==> src/rtl/dma_req_arbiter_if.sv <==
// Handshake bundle between the DMA request arbiter, its layer controllers and the DMA engine.
// slave = arbiter view, master = requester/engine (environment) view.
interface dma_req_arbiter_if #(
  parameter int NUM_REQ = 4,
  parameter int ADDR_W  = 27,
  parameter int DATA_W  = 512
);
  logic [NUM_REQ-1:0]        req_in;
  logic [NUM_REQ*ADDR_W-1:0] req_start_addr;
  logic [NUM_REQ*ADDR_W-1:0] req_length;
  logic [NUM_REQ-1:0]        ack_out;
  logic [NUM_REQ-1:0]        dout_en_out;
  logic [NUM_REQ-1:0]        dout_eop_out;
  logic [DATA_W-1:0]         dout;
  logic                      eng_req;
  logic                      eng_ack;
  logic [ADDR_W-1:0]         eng_start_addr;
  logic [ADDR_W-1:0]         eng_length;
  logic                      eng_dout_en;
  logic                      eng_dout_eop;
  logic [DATA_W-1:0]         eng_dout;
  logic                      busy;
  logic                      err_len;
  logic [2:0]                err_id;

  modport slave (
    input  req_in, req_start_addr, req_length,
    input  eng_ack, eng_dout_en, eng_dout_eop, eng_dout,
    output ack_out, dout_en_out, dout_eop_out, dout,
    output eng_req, eng_start_addr, eng_length,
    output busy, err_len, err_id
  );

  modport master (
    output req_in, req_start_addr, req_length,
    output eng_ack, eng_dout_en, eng_dout_eop, eng_dout,
    input  ack_out, dout_en_out, dout_eop_out, dout,
    input  eng_req, eng_start_addr, eng_length,
    input  busy, err_len, err_id
  );
endinterface

==> src/rtl/dma_req_arbiter.sv <==
// Round-robin arbiter sharing one DMA engine among NUM_REQ layer controllers,
// steering engine strobes to the granted layer and checking delivered beat count.
module dma_req_arbiter #(
  parameter int NUM_REQ = 4,
  parameter int ADDR_W  = 27,
  parameter int DATA_W  = 512,
  parameter int CNT_W   = 27
) (
  input logic              clk,
  input logic              rst,
  dma_req_arbiter_if.slave bus
);
  localparam int IDX_W = 3;
  localparam logic [IDX_W:0]   NUM_REQ_L = (IDX_W+1)'(NUM_REQ);
  localparam logic [IDX_W-1:0] LAST_IDX  = IDX_W'(NUM_REQ-1);

  typedef enum logic [1:0] {IDLE, REQ, XFER, DONE} state_t;

  state_t             state;
  logic [IDX_W-1:0]   grant, ptr, pick, off;
  logic [IDX_W:0]     sum;
  logic [NUM_REQ-1:0] rot;
  logic               found;
  logic               eng_req_q, busy_q, err_len_q;
  logic [IDX_W-1:0]   err_id_q;
  logic [ADDR_W-1:0]  addr_q, len_q;
  logic [CNT_W-1:0]   cnt, cnt_inc;
  logic [NUM_REQ-1:0] ack_v, en_v, eop_v;
  logic [DATA_W-1:0]  dout_w;

  // Rotate requests so bit 0 is the pointer position; lowest set bit wins.
  assign rot = NUM_REQ'({bus.req_in, bus.req_in} >> ptr);

  always_comb begin
    found = 1'b0;
    off   = '0;
    for (int k = NUM_REQ-1; k >= 0; k--) begin
      if (rot[k]) begin
        found = 1'b1;
        off   = IDX_W'(k);
      end
    end
    sum  = {1'b0, ptr} + {1'b0, off};
    pick = IDX_W'((sum >= NUM_REQ_L) ? (sum - NUM_REQ_L) : sum);
  end

  assign cnt_inc = cnt + 1'b1;

  always_ff @(posedge clk or negedge rst) begin
    if (!rst) begin
      state     <= IDLE;
      grant     <= '0;
      ptr       <= '0;
      eng_req_q <= 1'b0;
      busy_q    <= 1'b0;
      addr_q    <= '0;
      len_q     <= '0;
      cnt       <= '0;
      err_len_q <= 1'b0;
      err_id_q  <= '0;
    end else begin
      case (state)
        IDLE: begin
          if (found) begin
            grant  <= pick;
            addr_q <= bus.req_start_addr[pick*ADDR_W +: ADDR_W];
            len_q  <= bus.req_length[pick*ADDR_W +: ADDR_W];
            busy_q <= 1'b1;
            state  <= REQ;
          end
        end
        // eng_req rises one cycle after entering REQ; acks are honoured only once it is up.
        REQ: begin
          if (eng_req_q && bus.eng_ack) begin
            eng_req_q <= 1'b0;
            cnt       <= '0;
            state     <= XFER;
          end else begin
            eng_req_q <= 1'b1;
          end
        end
        XFER: begin
          if (bus.eng_dout_en) begin
            cnt <= cnt_inc;
            if (bus.eng_dout_eop) begin
              if (ADDR_W'(cnt_inc) != len_q) begin
                err_len_q <= 1'b1;
                if (!err_len_q) err_id_q <= grant;
              end
              state <= DONE;
            end
          end
        end
        DONE: begin
          ptr    <= (grant == LAST_IDX) ? '0 : grant + 1'b1;
          busy_q <= 1'b0;
          state  <= IDLE;
        end
        default: state <= IDLE;
      endcase
    end
  end

  for (genvar i = 0; i < NUM_REQ; i++) begin : g_lane
    logic sel;
    assign sel      = (grant == IDX_W'(i));
    assign ack_v[i] = sel && (state == REQ) && eng_req_q && bus.eng_ack;
    assign en_v[i]  = sel && (state == XFER) && bus.eng_dout_en;
    assign eop_v[i] = en_v[i] && bus.eng_dout_eop;
  end

  assign dout_w             = bus.eng_dout;
  assign bus.dout           = dout_w;
  assign bus.ack_out        = ack_v;
  assign bus.dout_en_out    = en_v;
  assign bus.dout_eop_out   = eop_v;
  assign bus.eng_req        = eng_req_q;
  assign bus.eng_start_addr = addr_q;
  assign bus.eng_length     = len_q;
  assign bus.busy           = busy_q;
  assign bus.err_len        = err_len_q;
  assign bus.err_id         = err_id_q;
endmodule

==> src/flat_wrapper.sv <==
// flat-port wrapper written by rule: the top's interface ports become plain ports
module dma_req_arbiter_flat 
#(
  parameter int NUM_REQ = 4,
  parameter int ADDR_W  = 27,
  parameter int DATA_W  = 512,
  parameter int CNT_W   = 27
)
  (clk, rst, bus_req_in, bus_req_start_addr, bus_req_length, bus_eng_ack, bus_eng_dout_en, bus_eng_dout_eop, bus_eng_dout, bus_ack_out, bus_dout_en_out, bus_dout_eop_out, bus_dout, bus_eng_req, bus_eng_start_addr, bus_eng_length, bus_busy, bus_err_len, bus_err_id);
  dma_req_arbiter_if #(.NUM_REQ(NUM_REQ), .ADDR_W(ADDR_W), .DATA_W(DATA_W)) bus_i ();
  input logic clk;
  input logic rst;
  input wire logic [$bits(bus_i.req_in)-1:0] bus_req_in;
  input wire logic [$bits(bus_i.req_start_addr)-1:0] bus_req_start_addr;
  input wire logic [$bits(bus_i.req_length)-1:0] bus_req_length;
  input wire logic [$bits(bus_i.eng_ack)-1:0] bus_eng_ack;
  input wire logic [$bits(bus_i.eng_dout_en)-1:0] bus_eng_dout_en;
  input wire logic [$bits(bus_i.eng_dout_eop)-1:0] bus_eng_dout_eop;
  input wire logic [$bits(bus_i.eng_dout)-1:0] bus_eng_dout;
  output wire logic [$bits(bus_i.ack_out)-1:0] bus_ack_out;
  output wire logic [$bits(bus_i.dout_en_out)-1:0] bus_dout_en_out;
  output wire logic [$bits(bus_i.dout_eop_out)-1:0] bus_dout_eop_out;
  output wire logic [$bits(bus_i.dout)-1:0] bus_dout;
  output wire logic [$bits(bus_i.eng_req)-1:0] bus_eng_req;
  output wire logic [$bits(bus_i.eng_start_addr)-1:0] bus_eng_start_addr;
  output wire logic [$bits(bus_i.eng_length)-1:0] bus_eng_length;
  output wire logic [$bits(bus_i.busy)-1:0] bus_busy;
  output wire logic [$bits(bus_i.err_len)-1:0] bus_err_len;
  output wire logic [$bits(bus_i.err_id)-1:0] bus_err_id;
  assign bus_i.req_in = bus_req_in;
  assign bus_i.req_start_addr = bus_req_start_addr;
  assign bus_i.req_length = bus_req_length;
  assign bus_i.eng_ack = bus_eng_ack;
  assign bus_i.eng_dout_en = bus_eng_dout_en;
  assign bus_i.eng_dout_eop = bus_eng_dout_eop;
  assign bus_i.eng_dout = bus_eng_dout;
  assign bus_ack_out = bus_i.ack_out;
  assign bus_dout_en_out = bus_i.dout_en_out;
  assign bus_dout_eop_out = bus_i.dout_eop_out;
  assign bus_dout = bus_i.dout;
  assign bus_eng_req = bus_i.eng_req;
  assign bus_eng_start_addr = bus_i.eng_start_addr;
  assign bus_eng_length = bus_i.eng_length;
  assign bus_busy = bus_i.busy;
  assign bus_err_len = bus_i.err_len;
  assign bus_err_id = bus_i.err_id;
  dma_req_arbiter #(.NUM_REQ(NUM_REQ), .ADDR_W(ADDR_W), .DATA_W(DATA_W), .CNT_W(CNT_W)) u_core (.clk(clk), .rst(rst), .bus(bus_i));
endmodule
==> config.mk <==
export PLATFORM = sky130hd
export DESIGN_NAME = dma_req_arbiter_flat
export DESIGN_NICKNAME = d
export VERILOG_FILES = /design/src/rtl/dma_req_arbiter_if.sv /design/src/rtl/dma_req_arbiter.sv /design/src/flat_wrapper.sv
export SDC_FILE = /design/constraint.sdc
export NUM_CORES = 1
export LEC_CHECK = 0
export ABC_AREA = 1
export BUFFER_PORTS_ARGS = -buffer_cell sky130_fd_sc_hd__buf_2
export CAP_MARGIN = 15
export CORE_AREA = 2 2 515 517
export CTS_CLUSTER_SIZE = 12
export DETAILED_ROUTE_END_ITERATION = 10
export DIE_AREA = 0 0 517 519
export SKIP_LAST_GASP = 1
export SLEW_MARGIN = 30
export SYNTH_ARGS = -nofsm -noshare
export SYNTH_HDL_FRONTEND = slang
export SYNTH_SLANG_ARGS = --single-unit
==> constraint.sdc <==
create_clock -name clk -period 7.4 [get_ports clk]
set_input_delay 0.74 -clock clk [delete_from_list [all_inputs] [get_ports clk]]
set_output_delay 0.74 -clock clk [all_outputs]
set_load 0.02 [all_outputs]
### After elaboration in Yosys (flattened, before gate mapping)

Index checks and enable logic that the tools add are counted.

| storage, ports and cells | value |
|---|---|
| flip-flop bits (word level) | 95 |
| input bits | 737 |
| output and inout bits | 584 |
| logic and storage cells | 87 |

| operators by class | value |
|---|---|
| $add $sub $neg | 4 |
| multipliers | 1 |
| magnitude comparators | 1 |
| equality and inequality tests | 11 |
| shift operators | 3 |
| multiplexer cells | 21 |
| bitwise logic cells | 1 |
| reductions and logical operators | 35 |

Operators with widths:

| cell | number |
|---|---|
| $shiftx 108x9->27 | 2 |
| $mux 27 | 2 |
| $pmux 27 s2 | 1 |
| $add 27x1->27 const B | 1 |
| $ne 27x27->1 | 1 |
| $logic_and 1x1->1 | 25 |
| $mux 3 | 5 |
| $mux 2 | 5 |
| $mul 3x5->8 const B | 1 |
| $pmux 2 s4 | 1 |
| $reduce_and 4->1 | 2 |
| $shr 8x3->4 | 1 |
| $eq 3x2->1 const B | 2 |
| $mux 1 | 6 |
| $reduce_and 5->1 | 1 |
| $add 3x3->4 | 1 |
| $eq 2x2->1 const B | 2 |
| $ge 4x3->1 const B | 1 |
| $ne 2x1->1 const B | 2 |
| $ne 2x2->1 const B | 2 |
| $reduce_and 2->1 | 2 |
| $reduce_bool 2->1 | 2 |
| $add 3x1->3 const B | 1 |
| $eq 3x1->1 const B | 1 |
| 7 further kinds | 7 |

### Depth between registers and ports, before layout

Gate-level depths: netlist of run 1.

| depth | value |
|---|---|
| depth in word-level cells | 10 |
| depth in mapped cells | 18 |
| depth with buffers taken out | 18 |

### Worst setup path after synthesis of run 1

No wires, ideal clock.

| path | value |
|---|---|
| kind | input port to flip-flop |
| start point | in bus_req_in[1] |
| end point | reg u_core.len_q[7] (netlist: u_core.bus.eng_length[7]) |
| library setup time | 0.121 ns |
| arrival | 2.927 ns |
| data required time | 7.279 ns |
| path slack | 4.352 ns |
| cell stages on the path | 13 |
| path buffers | 2 |
| cell sequence | or2_2 > o21ai_1 > nand2_1 > nand2_1 > a21boi_0 > ha_1 > fa_1 > clkbuf_1 > inv_1 > clkbuf_1 > o21ai_0 > o22ai_1 > a22o_1 |

| between the ends | value |
|---|---|
| longest elaborated chain between the ends | 10 |
| elaborated cells between the ends (all ways) | 16 |
| those cells by class | add/sub (2); mul (1); order compare (1); shift (2); mux (9); reduce/logical (1) |

Ends and longest elaborated chain:

| element | line | RTL |
|---|---|---|
| start, declared | flat_wrapper.sv:13 | `input wire logic [$bits(bus_i.req_in)-1:0] bus_req_in;` |
| $shr 8x3->4 (*) | dma_req_arbiter.sv:32 | `assign rot = NUM_REQ'({bus.req_in, bus.req_in} >> ptr);` |
| $mux 2 | dma_req_arbiter.sv:38 | `if (rot[k]) begin` |
| $mux 3 (2 in series) | dma_req_arbiter.sv:38 |  |
| $mux 3 (*) | dma_req_arbiter.sv:38 |  |
| $add 3x3->4 (*) | dma_req_arbiter.sv:43 | `sum = {1'b0, ptr} + {1'b0, off};` |
| $ge 4x3->1 / $sub 3x3->3 (equally long branches) | dma_req_arbiter.sv:44 | `pick = IDX_W'((sum >= NUM_REQ_L) ? (sum - NUM_REQ_L) : sum);` |
| $mux 3 (*) | dma_req_arbiter.sv:44 |  |
| net u_core.pick[1] | dma_req_arbiter.sv:20 | `logic [IDX_W-1:0] grant, ptr, pick, off;` |
| $mul 3x5->8 (*) | dma_req_arbiter.sv:67 | `len_q <= bus.req_length[pick*ADDR_W +: ADDR_W];` |
| $shiftx 108x9->27 (*) | dma_req_arbiter.sv:67 |  |
| end signal, assigned | dma_req_arbiter.sv:67 |  |
| end, declared | dma_req_arbiter.sv:26 | `logic [ADDR_W-1:0] addr_q, len_q;` |

Mark *: on every way through the listed nets, which the timed path passes. The rest lies on a longest branch.
A chain may end at the register's enable or synchronous reset.

### Worst setup path after layout of run 1

| path | value |
|---|---|
| start point | reg u_core.ptr[0] |
| end point | reg u_core.len_q[8] (netlist: u_core.bus.eng_length[8]) |

| between the ends | value |
|---|---|
| longest elaborated chain between the ends | 10 |
| elaborated cells between the ends (all ways) | 16 |
| those cells by class | add/sub (2); mul (1); order compare (1); shift (2); mux (9); reduce/logical (1) |

Ends and longest elaborated chain:

| element | line | RTL |
|---|---|---|
| start, declared | dma_req_arbiter.sv:20 |  |
| start signal, assigned | dma_req_arbiter.sv:95 | `ptr <= (grant == LAST_IDX) ? '0 : grant + 1'b1;` |
| $shr 8x3->4 | dma_req_arbiter.sv:32 |  |
| $mux 2 | dma_req_arbiter.sv:38 |  |
| $mux 3 (3 in series) | dma_req_arbiter.sv:38 |  |
| $add 3x3->4 (*) | dma_req_arbiter.sv:43 |  |
| $ge 4x3->1 / $sub 3x3->3 (equally long branches) | dma_req_arbiter.sv:44 |  |
| $mux 3 (*) | dma_req_arbiter.sv:44 |  |
| net u_core.pick[1] | dma_req_arbiter.sv:20 |  |
| $mul 3x5->8 (*) | dma_req_arbiter.sv:67 |  |
| $shiftx 108x9->27 (*) | dma_req_arbiter.sv:67 |  |

Marked as above.

==> impl_metrics.env, run 1 <==
export IMPL_drive_gt1_share_pct=28.9
export IMPL_hold_buffers=0
export IMPL_finalMaxSlewViolations=0
export IMPL_cts_resized_gates=0
export IMPL_viasPerCell=2.00
export IMPL_cts_tree="yes"
export IMPL_yosys_warnings=0
export IMPL_fin_setup_tns_ns=0
export IMPL_grt_max_degree=50
export IMPL_core_area_sq_mm=0.263
export IMPL_clkTransAtPathRegs_ns=0.12
export IMPL_rr_worst_depth=13
export IMPL_fin_crit_ns=4.03
export IMPL_postLayoutCoreUtil_pct=4.93
export IMPL_antenna_found_initial=42
export IMPL_globalplace_congestion=0.983
export IMPL_grt_pass1_wl_um=213000
export IMPL_die_area_sq_mm=0.268
export IMPL_cts_sinks=95
export IMPL_ioPinCount=1321
export IMPL_grt_pass1_vias=9500
export IMPL_rsz0062_at_grt="false"
export IMPL_clkLatencyLatePin_ns=0.50
export IMPL_drt_wl_total_um=192000
export IMPL_syn_nets=2261
export IMPL_cts_max_path_buffers=2
export IMPL_fmax_mhz=248
export IMPL_syn_area_sq_mm=0.0106
export IMPL_cts_root_buffer="clkbuf_16"
export IMPL_h_tree_depth=3
export IMPL_row_count=189
export IMPL_drc=0
export IMPL_critPathRequiredTime_ns=7.78
export IMPL_overflow=0
export IMPL_finalSetupViolCount=0
export IMPL_first_pass_iters=6
export IMPL_start_util_pct=4.02
export IMPL_start_kind="register"
export IMPL_cp_end_kind="register"
export IMPL_worst_clock_skew_ns=0.0562
export IMPL_postPlaceCellArea_sq_mm=0.0126
export IMPL_die_h_um=519
export IMPL_vdd_drop_max_v=0.000264
export IMPL_die_x_um=517
export IMPL_hpwlAfterDp_um=181000
export IMPL_max_slew_margin_pct=39.8
export IMPL_ys_ff_latch=95
export IMPL_cts_setup_buffers=0
export IMPL_ant_nets=0
export IMPL_fin_nets=2025
export IMPL_grt_usage_pct=13.8
export IMPL_synthCells=1511
export IMPL_final_hold_viol_count=0
export IMPL_final_cell_area_sq_mm=0.0130
export IMPL_status="finished, final reports clean"
export IMPL_worstPathMaxFanout=34
export IMPL_cp_arrival_ns=4.41
export IMPL_r2r_start="u_core.ptr[0]"
export IMPL_rrSetupSlack_ns=3.37
export IMPL_r2r_end="u_core.bus.eng_length[8]"
export IMPL_hold_path_class="in -> async"
export IMPL_routedWlPerCell_um=39.7
export IMPL_p_leak_nw=4.42
export IMPL_critPathKind="reg -> reg"
export IMPL_yosysSeqAreaShare_pct=22.5
export IMPL_vias=9639
export IMPL_yosys_cell_types_count=36
export IMPL_synthToLayoutAreaGrowth_pct=22.7
export IMPL_cts_inserted_buffers=9
export IMPL_p_per_area_mw_per_mm2=471
export IMPL_io_buffers=296
export IMPL_cap_viol_max_count=0
export IMPL_tightest_slew_ns=0.902
export IMPL_avgSynthCellArea_sq_um=7.00
export IMPL_first_iter_violations=644
export IMPL_period_share_pct=54.5
worst max path at each step:
stage / from / slack, ns / cells after the start / to
final: u_core.ptr[0] / 3.37 / 13 / u_core.bus.eng_length[8]
after global routing: u_core.ptr[0] / 3.01 / 13 / u_core.bus.eng_length[8]
after CTS: u_core.ptr[0] / 3.32 / 13 / u_core.bus.eng_length[8]
after detailed placement: bus_req_in[1] / 3.05 / 14 / u_core.bus.eng_length[17]
after global placement: bus_req_in[3] / 2.99 / 17 / u_core.bus.eng_length[14]
after floorplan: bus_req_in[1] / 4.35 / 13 / u_core.bus.eng_length[7]
logic make-up (layout without fill, tap and decap cells):
group	count (synthesis)	count (layout)	synth area share, %
simple gates	469	469	19.0
fa+ha+maj	13	13	1.61
buf+inv	657	426	41.6
xor+xnor	2	2	0.166
other cells	0	17	0
flops	95	95	22.5
compound gates	275	275	15.2
state kept, by name, indices dropped and copies added (netlist names), 2 cells and up:
signal	cells
u_core.bus.err_id	3
u_core.cnt	27
u_core.state	2
u_core.ptr	3
u_core.bus.eng_length	27
u_core.grant	3
u_core.bus.eng_start_addr	27
stage by stage:
step                      cells  setup slack (ns)  hold slack (ns)  power (W)
after floorplan            1511              4.35            0.444    0.00377
after detailed placement   4797              3.05            0.457    0.00565
after global placement     4796              2.99            0.459    0.00568
after global routing       4826              3.01            0.119    0.00667
final                      4830              3.37            0.121    0.00612
after CTS                  4813              3.32            0.100    0.00632
synth_stat cells:
library cell  number  area share, %
o22ai_1           73            4.3
o21ai_2            2           0.17
nand3_2            2           0.19
a22o_1            30            2.5
nand2_1          200            7.1
nor2_1           165            5.9
nand3b_1           1          0.071
nor2_4             8           0.85
a21o_1             1          0.071
clkbuf_1          39            1.4
inv_2              4           0.14
buf_1              1          0.035
a21oi_4            1           0.15
and2_1             1          0.059
nand2_4            2           0.21
a21oi_1            3           0.14
o21ai_1           10           0.47
fa_1               1           0.19
ha_1              12            1.4
nand4_1            6           0.35
inv_1             92            3.3
nand2_2           11           0.65
xor2_1             2           0.17
a21boi_0           1          0.071
or2_0              1          0.059
nand3_1           64            3.0
clkinv_1           1          0.035
buf_2              8           0.38
or2_2              1          0.059
a31oi_1            1          0.059
buf_4            512             36
nor2_8             1           0.19
o21ai_0          153            7.2
dfrtp_1           95             22
nor3_1             2          0.095
nor2_2             4           0.24
report_power, final:
part	internal, W	total, W	leakage, nW	switching, W
registers	0.000776	0.00112	1.21	0.000344
clock network	0.000245	0.000627	0.151	0.000381
logic	0.00120	0.00437	3.06	0.00318
critical path, cell delays in order, from the launching register on:
cell      delay, ns
dfrtp_1        0.52
inv_1          0.13
nand2_1        0.08
nand2_1        0.06
o21ai_0        0.34
a21boi_0       0.35
ha_4           0.20
fa_4           0.72
clkinv_2       0.39
buf_4          0.54
o21ai_0        0.22
o22ai_1        0.15
nand2_1        0.07
o21ai_0        0.09
area by class of cell:
type	instances	area, sq um
Multi-Input combinational cell	759	3830
Tap cell	3533	4420
Clock inverter	7	86.3
Inverter	97	368
Clock buffer	9	225
Timing Repair Buffer	313	1630
Sequential cell	95	2380
Fill cell	31500	250000
Antenna cell	17	42.5
cell usage in the layout, fill, tap and decap left out, drive strengths merged:
cell      n
a22o     30
o22ai    73
nand3    66
buf     313
dfrtp    95
diode    17
and2      1
nor2    178
inv      98
nand4     6
a31oi     1
a21oi     4
clkbuf    9
nand2   213
fa        1
xor2      2
o21ai   165
ha       12
clkinv    6
or2       2
nand3b    1
a21o      1
nor3      2
a21boi    1
per-layer routing:
metal / vias to the layer above / global-route usage, % / share of wire [%]
li1: 3924 / - / -
met1: 4173 / 5.87 / 15
met2: 1272 / 19.5 / 40
met3: 266 / 26.4 / 41
met4: 4 / 5.37 / 4.1
met5: - / 0 / 0.013
(Power assumes the default switching activity.)
==> run 2: changes to the inputs <==
- CORE_AREA: 2 2 515 517 -> 2 2 517 519
- DIE_AREA: 0 0 517 519 -> 0 0 519 521
- clock period: 7.4 -> 3.5 ns (I/O delays scaled with it)
==> run 2 against run 1 <==
Global-route usage up 0.56 points; combinational power grew 130%; clock power grew 100%; sequential share of layout area down 0.34 points; cell count is 0.60% higher; utilization is 0.078 points higher; maximum frequency grew 22%; non-clock buffer count increased by 14; worst setup slack worse by 3.2 ns.
==> impl_metrics.env, run 2 (synthesis results as in run 1) <==
export IMPL_status="finished, final reports clean"
export IMPL_die_area_sq_mm=0.270
export IMPL_die_x_um=519
export IMPL_worst_clock_skew_ns=0.0329
export IMPL_globalplace_congestion=0.979
export IMPL_first_iter_violations=730
export IMPL_r2r_end="u_core.bus.eng_length[10]"
export IMPL_hpwlAfterDp_um=191000
export IMPL_grt_pass1_vias=9328
export IMPL_critPathRequiredTime_ns=3.85
export IMPL_final_hold_viol_count=0
export IMPL_p_leak_nw=4.53
export IMPL_start_util_pct=4.00
export IMPL_critPathKind="reg -> reg"
export IMPL_power_switching_w=0.00835
export IMPL_postPlaceCellArea_sq_mm=0.0128
export IMPL_die_h_um=521
export IMPL_finalSetupViolCount=0
export IMPL_crit_start="u_core.ptr[0]"
export IMPL_vias=10000
export IMPL_fin_crit_ns=3.30
export IMPL_hold_path_class="in -> reg"
export IMPL_overflow=0
export IMPL_crit_path_end="u_core.bus.eng_length[10]"
export IMPL_final_cell_area_sq_mm=0.0132
export IMPL_cap_viol_max_count=0
export IMPL_p_total_w=0.0135
export IMPL_grt_usage_pct=14.4
export IMPL_internal_power_w=0.00517
export IMPL_h_tree_depth=3
export IMPL_rr_worst_depth=13
export IMPL_pre_cts_ws_ns=0.0493
export IMPL_fin_ws_ns=0.195
export IMPL_drt_wl_total_um=202000
export IMPL_cts_root_buffer="clkbuf_16"
export IMPL_vdd_drop_max_v=0.000453
export IMPL_fin_nets=2039
export IMPL_p_clk_share_pct=9.4
export IMPL_grt_pass1_wl_um=224000
export IMPL_ant_nets=0
export IMPL_tightest_slew_ns=0.762
export IMPL_antenna_found_initial=108
export IMPL_start_kind="register"
export IMPL_r2r_start="u_core.ptr[0]"
export IMPL_p_per_area_mw_per_mm2=1020
export IMPL_grt_max_degree=55
export IMPL_finalMaxSlewViolations=0
export IMPL_postLayoutCoreUtil_pct=5.00
export IMPL_ioPinCount=1321
export IMPL_core_area_sq_mm=0.264
export IMPL_rrSetupSlack_ns=0.20
export IMPL_drc=0
export IMPL_seq_power_share_pct=16.5
export IMPL_rsz0062_at_grt="false"
export IMPL_final_common_cell="buf_2"
export IMPL_clkLatencyLatePin_ns=0.44
export IMPL_routedWlPerCell_um=41.5
export IMPL_cts_max_path_buffers=2
export IMPL_clkTransAtPathRegs_ns=0.11
export IMPL_max_slew_margin_pct=49.2
export IMPL_fmax_mhz=303
export IMPL_worstPathMaxFanout=26
export IMPL_cp_end_kind="register"
export IMPL_drive_gt1_share_pct=29.6
export IMPL_comb_power_share_pct=74.2
export IMPL_row_count=189
export IMPL_min_path_cells=4
export IMPL_viasPerCell=2.06
export IMPL_period_share_pct=94.4
export IMPL_synthToLayoutAreaGrowth_pct=25.1
export IMPL_cts_sinks=95
export IMPL_cp_arrival_ns=3.65
export IMPL_cts_inserted_buffers=9
export IMPL_first_pass_iters=7
export IMPL_io_buffers=296
export IMPL_swShare_pct=61.7
export IMPL_cts_tree="yes"
export IMPL_mostFrequentLayoutCells="295 x buf_2, 200 x nand2_1, 165 x nor2_1, 153 x o21ai_0, 94 x dfrtp_1"
==> run 2: timing repair <==
| item | in CTS | in global routing |
|---|---|---|
| resized for setup | 0 | 1 |
| hold buffers | 1 | 0 |
| hold endpoints to repair | 34 | 0 |
| setup endpoints to repair | 0 | 1 |
| buffers inserted | 0 | 0 |
==> run 2: metal layers <==
metal	up-vias	global-route usage, %	wire length [um]
met3	342	28.5	85500
met1	4210	6.90	33100
met4	62	4.56	7670
li1	3990	-	-
met2	1398	19.0	74800
met5	-	0	365
==> run 2: worst max-delay path, cell delays in order, from the launching register on <==
cell and delay (ns):
dfrtp_2 0.47, inv_1 0.11, o21ai_1 0.11, o22ai_1 0.21, nand2_1 0.09, a21boi_0 0.31
ha_4 0.19, fa_4 0.66, inv_2 0.12, buf_12 0.18, o21ai_0 0.20, o22ai_1 0.25
nand2_1 0.17, o21ai_0 0.11
==> run 2: area by class of cell <==
cell class | instances | area, sq um
fill | 31600 | 251000
tap | 3533 | 4420
multi-input combinational | 759 | 3830
sequential | 95 | 2380
timing repair buffer | 327 | 1840
inverter | 97 | 367
clock buffer | 9 | 225
clock inverter | 7 | 86.3
antenna | 32 | 80.1
==> run 2: power groups by stage <==
stage | combinational (W) | clock (W) | sequential, W
after global routing | 0.0110 | 0.00136 | 0.00230
after CTS | 0.0103 | 0.00135 | 0.00223
final | 0.0100 | 0.00127 | 0.00223
after detailed placement | 0.0103 | 0 | 0.00225
after floorplan | 0.00556 | 0 | 0.00242
after global placement | 0.0103 | 0 | 0.00225
==> run 2: worst min-delay path by stage <==
| stage | slack (ns) | startpoint | end |
|---|---|---|---|
| 2_1_floorplan | 0.05 | rst | u_core.bus.busy |
| 3_3_place_gp | 0.40 | rst | u_core.bus.eng_start_addr[25] |
| 3_5_place_dp | 0.40 | rst | u_core.bus.eng_start_addr[25] |
| 4_1_cts | 0.25 | bus_eng_ack | u_core.bus.eng_req |
| 5_1_grt | 0.29 | bus_req_start_addr[12] | u_core.bus.eng_start_addr[12] |
| 6_report | 0.30 | bus_eng_ack | u_core.bus.eng_req |
==> run 2: metrics by stage <==
step / instances / hold WS [ns] / TNS [ns]
global placement: 4809 / 0.396 / -0.0472
detailed placement: 4810 / 0.401 / 0
finish: 4859 / 0.298 / 0
global route: 4838 / 0.291 / 0
floorplan: 1511 / 0.0544 / 0
CTS: 4827 / 0.246 / 0
==> run 3: changes to the inputs <==
- ABC_AREA: 1 -> default
- CORE_AREA: 2 2 517 519 -> 2 2 512 514
- DIE_AREA: 0 0 519 521 -> 0 0 514 516
==> run 3 against run 2 <==
Wire length is 48% lower; largest cell class unchanged; cell count is 11% lower; utilization is 0.12 points lower; global-route usage is 6.9 points lower; via count is 21% lower; critical path type unchanged; critical path depth is 4 lower; clock power is 18% lower; sequential power is 5% lower; register-to-register slack worse by 0.06 ns; synthesized area is 1.9% lower.
==> impl_metrics.env, run 3 <==
export IMPL_cts_root_buffer="clkbuf_16"
export IMPL_synth_top_family_by_area="buffers and inverters"
export IMPL_h_tree_depth=3
export IMPL_fin_ws_ns=0.136
export IMPL_cts_max_path_buffers=2
export IMPL_overflow=0
export IMPL_mostFrequentLayoutCells="295 x buf_2, 95 x dfrtp_1, 61 x o21ai_0, 55 x a22o_1, 54 x mux4_2"
export IMPL_r2r_start="u_core.cnt[0]"
export IMPL_synthCells=1112
export IMPL_rr_worst_depth=9
export IMPL_synth_ff_type="dfrtp_1"
export IMPL_rsz0062_at_grt="false"
export IMPL_r2r_end="u_core.bus.err_id[1]"
export IMPL_routedWlPerCell_um=24.2
export IMPL_synth_most_common_cell="buf_4"
export IMPL_critPathKind="reg -> reg"
export IMPL_vias=7921
export IMPL_globalplace_congestion=0.911
export IMPL_cts_setup_buffers=0
export IMPL_worst_clock_skew_ns=0.0115
export IMPL_p_leak_nw=4.01
export IMPL_ys_top_cells_by_area="buf_4 37%, dfrtp_1 23%, mux4_2 12%"
export IMPL_fmax_mhz=297
export IMPL_grt_max_degree=86
export IMPL_syn_nets=1862
export IMPL_fin_crit_ns=3.36
export IMPL_synthToLayoutAreaGrowth_pct=21.9
export IMPL_yosysSeqAreaShare_pct=22.9
export IMPL_fin_setup_tns_ns=0
export IMPL_clkTransAtPathRegs_ns=0.08
export IMPL_synth_compound_area_share_pct=11.1
export IMPL_fin_nets=1628
export IMPL_finalSetupViolCount=0
export IMPL_hpwlAfterDp_um=95600
export IMPL_p_per_area_mw_per_mm2=707
export IMPL_yosys_warnings=0
export IMPL_synth_edf_count=0
export IMPL_yosys_top_cells_count="512 x buf_4, 95 x dfrtp_1, 61 x o21ai_0, 55 x a22o_1, 54 x mux4_2"
export IMPL_yosys_cell_types_count=61
export IMPL_vdd_drop_max_v=0.00131
export IMPL_die_area_sq_mm=0.265
export IMPL_synthSimpleGateAreaFrac_pct=9.70
export IMPL_start_util_pct=4.00
export IMPL_io_buffers=296
export IMPL_row_count=187
export IMPL_status="finished, final reports clean"
export IMPL_hold_buffers=1
export IMPL_first_pass_iters=5
export IMPL_ant_nets=0
export IMPL_first_iter_violations=583
export IMPL_core_area_sq_mm=0.259
export IMPL_rrSetupSlack_ns=0.14
export IMPL_grt_pass1_wl_um=121000
export IMPL_viasPerCell=1.84
export IMPL_hold_slack_ns=0.380
export IMPL_synthMuxAreaShare_pct=12.5
export IMPL_cp_arrival_ns=3.64
export IMPL_die_h_um=516
export IMPL_cts_sinks=95
export IMPL_antenna_found_initial=47
export IMPL_drt_wl_total_um=104000
export IMPL_pre_cts_ws_ns=0.202
export IMPL_met2_usage_pct=12.0
export IMPL_cap_viol_max_count=0
export IMPL_use_met3_pct=9.95
export IMPL_ys_ff_latch=95
export IMPL_cts_tree="yes"
export IMPL_grt_usage_pct=7.50
export IMPL_critPathMaxStageDelay_ns=0.68
export IMPL_synthXorXnorAreaFrac_pct=2.87
export IMPL_die_x_um=514
export IMPL_finalMaxSlewViolations=0
export IMPL_period_share_pct=96.1
export IMPL_path_cells="ha_1 > nand3_2 > or4_4 > xnor2_1 > o211a_1 > a2111oi_1 > buf_4 > a31oi_1 > or3_1"
export IMPL_hold_path_class="in -> async"
export IMPL_final_hold_viol_count=0
export IMPL_postLayoutCoreUtil_pct=4.88
export IMPL_ioPinCount=1321
export IMPL_yosys_area_top_type="buf_4"
export IMPL_tightest_slew_ns=1.07
export IMPL_cts_inserted_buffers=9
export IMPL_synth_top_area_share_pct=37.0
export IMPL_final_common_cell="buf_2"
export IMPL_met1_usage_pct=3.37
export IMPL_synthAdderAreaFrac_pct=1.64
export IMPL_drive_gt1_share_pct=45.6
export IMPL_grt_pass1_vias=8246
export IMPL_grt_busiest_layer="met2"
export IMPL_cp_end_kind="register"
export IMPL_max_slew_margin_pct=28.4
export IMPL_worstPathMaxFanout=12
export IMPL_clkLatencyLatePin_ns=0.39
export IMPL_cts_resized_gates=0
export IMPL_drc=0
export IMPL_start_kind="register"
export IMPL_ys_async_sr_fraction_pct=100
export IMPL_cp_slowest_cell="or4_4"
export IMPL_syn_area_sq_mm=0.0104
export IMPL_critPathRequiredTime_ns=3.78
export IMPL_avgSynthCellArea_sq_um=9.34
==> run 3: changes by cell type after synthesis, moves of 10 or more <==
cell	before	now
nand2_1	200	39
nor2_1	165	24
o21ai_0	153	61
inv_1	92	13
o22ai_1	73	2
mux4_2	0	54
nand3_1	64	18
a22o_1	30	55
xnor2_1	0	21
and2_1	1	13
nand2_2	11	0
xor2_1	2	13
a31oi_1	1	11
o21ai_1	10	0
==> run 3: cells by family after synthesis <==
group | Yosys count
AO/OA/AOI/OAI | 168
flip-flops | 95
adder cells (fa/ha/maj) | 13
multiplexers | 61
AND/OR/NAND/NOR | 171
XOR/XNOR | 34
buffers and inverters | 570
==> run 3: area by class of cell <==
cell class	count	area, sq um
clock buffers	9	225
multi-input cells	447	3960
diodes	19	47.5
fillers	30700	247000
repair buffers	312	1660
inverters	13	48.8
flip-flops and latches	95	2380
clock inverters	7	76.3
well taps	3402	4260
==> run 3: through the flow <==
step | total power, W | std cells | instance area (sq um)
floorplan | 0.00666 | 1112 | 10400
global placement | 0.00785 | 4268 | 12300
detailed placement | 0.00798 | 4268 | 12300
CTS | 0.00905 | 4285 | 12600
global route | 0.00950 | 4299 | 12600
finish | 0.00895 | 4304 | 12700
==> run 3: power breakdown <==
part | switching, W | internal (W)
sequential | 0.000597 | 0.00151
combinational | 0.00312 | 0.00269
clock | 0.000533 | 0.000504
total | 0.00425 | 0.00470
==> run 3: how the worst max path moves through the flow <==
stage	from	end	slack, ns	cells past startpoint
after floorplan	u_core.cnt[0]	u_core.bus.err_id[0]	0.43	9
after detailed placement	u_core.cnt[0]	u_core.bus.err_id[1]	0.20	9
final	u_core.cnt[0]	u_core.bus.err_id[1]	0.14	9
after global routing	u_core.cnt[0]	u_core.bus.err_id[1]	0.03	9
after CTS	u_core.cnt[0]	u_core.bus.err_id[1]	0.19	9
after global placement	u_core.cnt[0]	u_core.bus.err_id[2]	0.31	9
==> run 3: critical path, delay by kind of cell, from the launching register on <==
family / cells / cell delay (ns)
compound gates: 3 / 0.72
fa+ha+maj: 1 / 0.33
buf+inv: 1 / 0.22
simple gates: 3 / 1.33
xor+xnor: 1 / 0.17
flops: 1 / 0.47
==> run 3: metal layers <==
| metal | wire, um | up-vias | share of wire (%) |
|---|---|---|---|
| met5 | 46 | - | 0.044 |
| met4 | 10200 | 2 | 9.8 |
| met3 | 31200 | 375 | 30 |
| met2 | 46400 | 1149 | 45 |
| met1 | 16200 | 3481 | 16 |
| li1 | - | 2914 | - |
